==> src/rtl/scan_chain_sequencer.sv <==
// Boundary-scan chain sequencer.
// Each transaction has four phases:
//   1. Hold the chain still for SETTLE cycles so every cell takes a fresh
//      sample of its probe.
//   2. Shift a full 3*CELLS-bit word in, capturing the word shifted out.
//   3. Pulse o_done.
//   4. Return to IDLE.
// Drive permission is withheld while the chain holds half-shifted settings.
module scan_chain_sequencer #(
    parameter int CELLS  = 4,   // scan cells in the chain, at least 1
    parameter int SETTLE = 2    // non-shifting cycles before SHIFT, at least 2
) (
    input  logic                 i_clk,
    input  logic                 i_rst,
    input  logic                 i_start,
    input  logic [3*CELLS-1:0]   i_wrData,
    input  logic                 i_driveEnable,
    output logic                 o_busy,
    output logic                 o_done,
    output logic [3*CELLS-1:0]   o_rdData,
    output logic                 o_doShift,
    output logic                 o_canDrive,
    output logic                 o_shiftIn,
    input  logic                 i_shiftOut
);

    // Chain length and counter sizing; the counter only ever needs to
    // reach the larger of the two phase lengths, so it can never wrap.
    localparam int L    = 3 * CELLS;
    localparam int CMAX = (L > SETTLE) ? L : SETTLE;
    localparam int CW   = $clog2(CMAX + 1);

    localparam logic [CW-1:0] SETTLE_LAST = CW'(SETTLE - 1);
    localparam logic [CW-1:0] SHIFT_LAST  = CW'(L - 1);

    typedef enum logic [1:0] {
        ST_IDLE,
        ST_SETTLE,
        ST_SHIFT,
        ST_DONE
    } state_t;

    state_t          state_q, state_d;
    logic [CW-1:0]   cnt_q, cnt_d;
    logic [L-1:0]    sreg_q, sreg_d;
    logic [L-1:0]    rd_data_q, rd_data_d;

    // State register, phase counter, shift register and captured word.
    // All of these return to their idle values on reset.
    always_ff @(posedge i_clk or posedge i_rst) begin
        if (i_rst) begin
            state_q   <= ST_IDLE;
            cnt_q     <= '0;
            sreg_q    <= '0;
            rd_data_q <= '0;
        end else begin
            state_q   <= state_d;
            cnt_q     <= cnt_d;
            sreg_q    <= sreg_d;
            rd_data_q <= rd_data_d;
        end
    end

    // Next-state logic.
    // sreg sends its MSB into the chain and takes the chain's far end into
    // its LSB. After L shifts, sreg therefore holds the chain word as it was
    // before shifting began, and the chain holds the loaded word.
    always_comb begin
        state_d   = state_q;
        cnt_d     = cnt_q;
        sreg_d    = sreg_q;
        rd_data_d = rd_data_q;
        unique case (state_q)
            ST_IDLE: begin
                if (i_start) begin
                    sreg_d  = i_wrData;
                    cnt_d   = '0;
                    state_d = ST_SETTLE;
                end
            end
            ST_SETTLE: begin
                if (cnt_q == SETTLE_LAST) begin
                    cnt_d   = '0;
                    state_d = ST_SHIFT;
                end else begin
                    cnt_d = cnt_q + CW'(1);
                end
            end
            ST_SHIFT: begin
                sreg_d = {sreg_q[L-2:0], i_shiftOut};
                if (cnt_q == SHIFT_LAST) begin
                    rd_data_d = {sreg_q[L-2:0], i_shiftOut};
                    cnt_d     = '0;
                    state_d   = ST_DONE;
                end else begin
                    cnt_d = cnt_q + CW'(1);
                end
            end
            ST_DONE: begin
                state_d = ST_IDLE;
            end
            default: begin
                state_d = ST_IDLE;
            end
        endcase
    end

    // Output decode.
    // Drive permission follows the host enable combinationally, but only
    // while the chain is stable (IDLE and SETTLE). This lets a driving cell
    // sample its own driven value during SETTLE.
    always_comb begin
        o_busy     = (state_q != ST_IDLE);
        o_done     = (state_q == ST_DONE);
        o_doShift  = (state_q == ST_SHIFT);
        o_canDrive = i_driveEnable &
                     ((state_q == ST_IDLE) || (state_q == ST_SETTLE));
        o_shiftIn  = sreg_q[L-1];
        o_rdData   = rd_data_q;
    end

endmodule

==> config.mk <==
export PLATFORM = sky130hd
export DESIGN_NAME = scan_chain_sequencer
export DESIGN_NICKNAME = d
export VERILOG_FILES = /design/src/rtl/scan_chain_sequencer.sv
export SDC_FILE = /design/constraint.sdc
export NUM_CORES = 1
export LEC_CHECK = 0
export ABC_AREA = 0
export CORE_ASPECT_RATIO = 1.1
export CORE_MARGIN = 5
export CORE_UTILIZATION = 40
export CTS_CLUSTER_DIAMETER = 200
export CTS_CLUSTER_SIZE = 8
export DETAILED_ROUTE_END_ITERATION = 8
export PLACE_DENSITY = 0.66
export SYNTH_ARGS = -nofsm -noshare
export SYNTH_HDL_FRONTEND = slang
export SYNTH_SLANG_ARGS = --single-unit
==> constraint.sdc <==
create_clock -name i_clk -period 3.4 [get_ports i_clk]
set_input_delay 0.68 -clock i_clk [delete_from_list [all_inputs] [get_ports i_clk]]
set_output_delay 0.68 -clock i_clk [all_outputs]
set_load 0.1 [all_outputs]
Word level (Yosys, flattened, before mapping)
Index checks and enable logic that the tools add are counted.
{ "classes": {"addsub": 1, "n_mux": 10, "reduce_logical": 9, "eq_ne": 8, "bitwise": 1} }
{ "ops": {"columns": ["operator", "count"], "rows": [
  ["case mux 12 bit (2 select lines)", 1],
  ["two-way mux 12 bit", 1],
  ["two-way mux 4 bit", 3],
  ["case mux 4 bit (3 select lines)", 1],
  ["case mux 2 bit (4 select lines)", 1],
  ["two-way mux 2 bit", 3],
  ["AND reduction 2 bit", 3],
  ["adder 4 x 1 -> 4 bit, second input constant", 1],
  ["equality test 2 bit, second input constant", 2],
  ["equality test 4 x 1 -> 1 bit, second input constant", 1],
  ["equality test 4 bit, second input constant", 1],
  ["inequality test 2 bit, second input constant", 2],
  ["nonzero test 2 bit", 2],
  ["AND reduction 3 bit", 1],
  ["nonzero test 3 bit", 1],
  ["equality test 2 x 1 -> 1 bit, second input constant", 1],
  ["zero test 2 bit", 1],
  ["inequality test 2 x 1 -> 1 bit, second input constant", 1],
  ["bitwise AND 1 bit", 1],
  ["logical OR 1 bit", 1]
]} }
{ "word_totals": {"wordCells": 33, "input_bits": 17, "output_inout_bits": 17, "regBits": 30} }

Depth between registers and ports, before layout
{ "logic_depth": {"word_depth": 3, "ltp_mapped": 7, "ltp_nobuf": 6} }

Worst setup path after synthesis
No wires, ideal clock.
{ "synth_timing": {"kind": "reg-to-reg", "from": "reg state_q[0]", "to": "reg state_q[1]", "setup_time_ns": 0.125, "stages_incl_launch_ff": 8, "path_slack_ns": 1.053, "path_buffers": 1, "period_less_slack_ns": 2.347, "required_ns": 3.275, "arrival_time_ns": 2.222, "path_cell_list": "dfrtp_1 inv_1 ha_1 buf_6 or4b_4 nand3_2 nand2_2 mux2_4"} }
{ "synth_via": {"elab_chain_len": 3, "elab_cells_between_ends": 9, "cone_classes": "6 x eq/ne; 1 x mux; 2 x reduce/logical"} }
{ "synth_lines": {"columns": ["item", "line_no", "rtl"], "rows": [
  ["start: declaration", "43", "state_t state_q, state_d;"],
  ["start signal: assignment", "57", "state_q <= state_d;"],
  ["equality test 2 bit *", null, null],
  ["named net o_doShift", "21", "output logic o_doShift,"],
  ["inequality test 2 x 1 -> 1 bit (no line)", null, null],
  ["AND reduction 3 bit (no line)", null, null]
]} }
Mark *: on every way through the listed nets, which the timed path passes. The rest lies on a longest branch.
A chain may end at the register's enable or synchronous reset.

Final worst setup path
{ "layout_timing": {"from": "reg rd_data_q[3], in the netlist o_rdData[3]", "to": "out o_rdData[3]"} }
{ "layout_lines": {"columns": ["item", "line_no", "rtl"], "rows": [
  ["start: declaration", "46", "logic [L-1:0] rd_data_q, rd_data_d;"],
  ["start signal: assignment", "60", "rd_data_q <= rd_data_d;"],
  ["end: declaration", "20", "output logic [3*CELLS-1:0] o_rdData,"]
]} }
No word-level cell between the ends.

==> reports/qor.yml <==
synthesis:
  synth.ff_latch_count: 30
  syn-mean-instance-area_um2: 12.0
  cell_area_synth_um2: 1450
  synth_top_family_by_area: "multiplexers"
  synth_edf_count: 0
  synth-adder-area-share_pct: 6.06
  ys_dominant_reg_cell: "dfrtp_1"
  complex_gate_fraction_of_the_synthesized_area_pct: 7.01
  syn-num-nets: 145
  synth_seq_area_share_pct: 51.9
  synth_simple_gate_area_share_pct: 10.9
  ys_warn_count: 0
  muxShareOfSynthArea_pct: 20.8
  async_flop_share_pct: 100
  synth.lib_cells_used.distinct: 29
  post_synth_inst_count: 121
  synth_xor_area_share_pct: 0
timing:
  grt_setup_unrepaired: "no"
  worst_hold_slack_ps: 494
  timing.slew.headroom_pct: 34.5
  slew_viol_final: 0
  setup_viol: 0
  worst_pin_slew_ps: 979
  finClkSkew_ps: 2.36
  hold_viol: 0
  min_period_over_period_pct: 72.5
  max_clock_freq_mhz: 406
  timing.setup.tns_ps: 0
  fin_crit_ps: 2460
finish:
  fill_cells: 347
  multi_input_comb_area_um2: 648
  insertedDiodeCount: 0
  final_nets: 183
  area_growth_from_synthesis_to_final_layout_pct: 30.5
  sequential_cell_area_um2: 751
  final_layout_size_suffix_gt1_share_pct: 18.4
worst_hold_path:
  hp-class: "flop to flop"
  worst_hold_startpoint: "o_rdData[11]"
  min_path_cells: 1
  holdPathEnd: "o_rdData[11]"
setup_path:
  arrival_time_at_the_worst_endpoint_ps: 1780
  worst-path-max-fanout: 2
  crit_path_category: "flop to output port"
  r2r.worst_path.cells: 4
  cp.required_ps: 2720
  buffers_and_inverters_on_the_worst_path: 1
  critical-path-top-delay-family: "buffers and inverters"
  critPathCaptureType: "output port"
  crit_path_max_incr_delay_ps: 1150
  worst_setup_path_startpoint: "o_rdData[3]"
  regToRegStartpoint: "state_q[0]"
  cp-start-kind: "flop"
  timing.critical_path.cells: "clkdlybuf4s50_1"
  regToRegEndpoint: "o_rdData[5]"
  timing.critical_path.slowest_stage_cell: "clkdlybuf4s50_1"
  worst_setup_slack_for_register_to_register_paths_ps: 1060
detailed_routing:
  drt_first_pass_iters: 4
  finalWirelength_um: 2880
  route.detailed.vias_per_inst: 4.78
  detailroute.via_count: 994
  initialDrtViolationCount: 53
  drt_drc_violations_left: 0
  routedWlPerCell_um: 13.9
  antenna_left: 0
clock_tree:
  numCtsBuffers: 5
  clock_transition_time_at_the_flip_flop_clock_pins_of_the_worst_setup_and_hold_paths_ps: 60
  cts_buffer_depth: 2
  post-cts-setup-buffer-count: 0
  clock_latency_ps: 270
  postCtsResizedCells: 0
  holdBufCountCts: 0
  clock_sink_count: 30
  clock_tree.root_cell: "clkbuf_8"
  cts_tree: "done"
  h_tree_lvl_count: 2
floorplan:
  initial_utilization_pct: 40.5
  die_width_um: 67.3
  placement_rows: 23
  pin_count: 34
  fp.coreArea_um2: 3570
  fp.dieArea_um2: 4920
  floorplan.die.height_um: 73.1
status:
  run_status: "complete, no violations"
global_routing:
  number_of_antenna_violations_at_the_first_check_in_global_routing: 0
  leftover_overflow_at_the_end_of_global_routing: 0
  largest_net_degree_at_the_start_of_global_routing: 31
  global_route_wire_length_before_repair_um: 4950
  first_global_vias: 1047
  grt_usage_pct: 13.6
place:
  globalplace.congestion: 0.712
  port-buffer-count: 33
  dp_hpwl_um: 2140
job:
  drv_cap: 0
power_and_ir_drop:
  irDropWorstVdd_uv: 437
  power_leakage_nw: 0.851
  pwr_density_cell_nw_per_um2: 888
-- cell usage after synthesis (2+ instances only) --
cell,n,area [µm²]
mux2i_1,14,140
buf_2,2,10.0
mux2_2,3,33.8
ha_1,7,87.6
clkbuf_1,2,7.51
o21ai_1,3,15.0
nand2_1,14,52.6
nor2_1,2,7.51
mux2_1,10,113
dfrtp_1,30,751
nand3_1,2,10.0
nand2b_1,2,12.5
o21ai_0,10,50.1
inv_1,5,18.8
-- cell families after synthesis --
| group | after synthesis |
|---|---|
| simple gates | 28 |
| buf+inv | 10 |
| mux | 28 |
| flops | 30 |
| fa+ha+maj | 7 |
| compound gates | 18 |
-- metrics by stage --
| stage | worst slack (ps) | utilization, % | power, mW | std cells | area (µm²) |
|---|---|---|---|---|---|
| after floorplan | 1050 | - | 1.22 | 121 | 1450 |
| after global placement | 1120 | 50.6 | 1.39 | 202 | 1810 |
| after detailed placement | 984 | 50.6 | 1.42 | 202 | 1810 |
| after CTS | 925 | 52.9 | 1.70 | 208 | 1890 |
| after global routing | 825 | 52.9 | 1.79 | 208 | 1890 |
| final | 936 | 52.9 | 1.68 | 208 | 1890 |
-- worst max-delay path by stage --
stage                     cells after the start  slack, ps          end
after floorplan                               7       1050   state_q[1]
after global placement                        4       1120  o_rdData[0]
after detailed placement                      4        980  o_rdData[0]
after CTS                                     1        920  o_rdData[3]
after global routing                          4        820  o_rdData[0]
final                                         1        940  o_rdData[3]
-- placed cells by master, fill, tap and decap left out --
master and instances:
a21oi_1 1, a22o_1 1, buf_4 14, clkbuf_8 6, clkdlybuf4s50_1 22, dfrtp_1 30
ha_1 7, inv_1 5, mux2_1 10, mux2_2 3, mux2_4 1, mux2i_1 14
nand2_1 14, nand2_2 1, nand2b_1 2, nand3_1 2, nand3_2 1, nand4_2 1
nor2_1 2, nor2b_1 1, nor4b_1 1, o21a_1 1, o21ai_0 10, o21ai_1 3
o21bai_1 1, o31ai_1 1, or2_2 1, or4b_4 1, or4bb_1 1
-- sequential cells by signal, indices dropped and copies added (netlist names) --
name and count:
sreg_q 12, state_q 2, cnt_q 4, o_rdData 12
-- per-layer routing --
metal  global-route usage [%]  vias up  part of all wire, %  wire length, µm
met4                     4.05        0                 0.21                6
met1                     17.0      469                   44             1270
li1                         -      494                    -                -
met2                     20.7       29                   48             1390
met3                     6.47        2                  7.5              217
met5                        0        -                    0                0
-- cell type report --
type,instances,share of cell area (%)
timing repair buffer,36,17.2
multi-input combinational,81,34.3
tap,50,3.31
clock buffer,6,4.37
inverter,5,0.994
sequential,30,39.8
-- where the power goes --
part / switching, mW / total [mW] / leakage [nW] / internal, mW
logic: 0.571 / 0.863 / 0.441 / 0.292
clock network: 0.121 / 0.277 / 0.0431 / 0.156
registers: 0.0763 / 0.537 / 0.367 / 0.460
No activity file was read; power rests on OpenSTA's default activity.
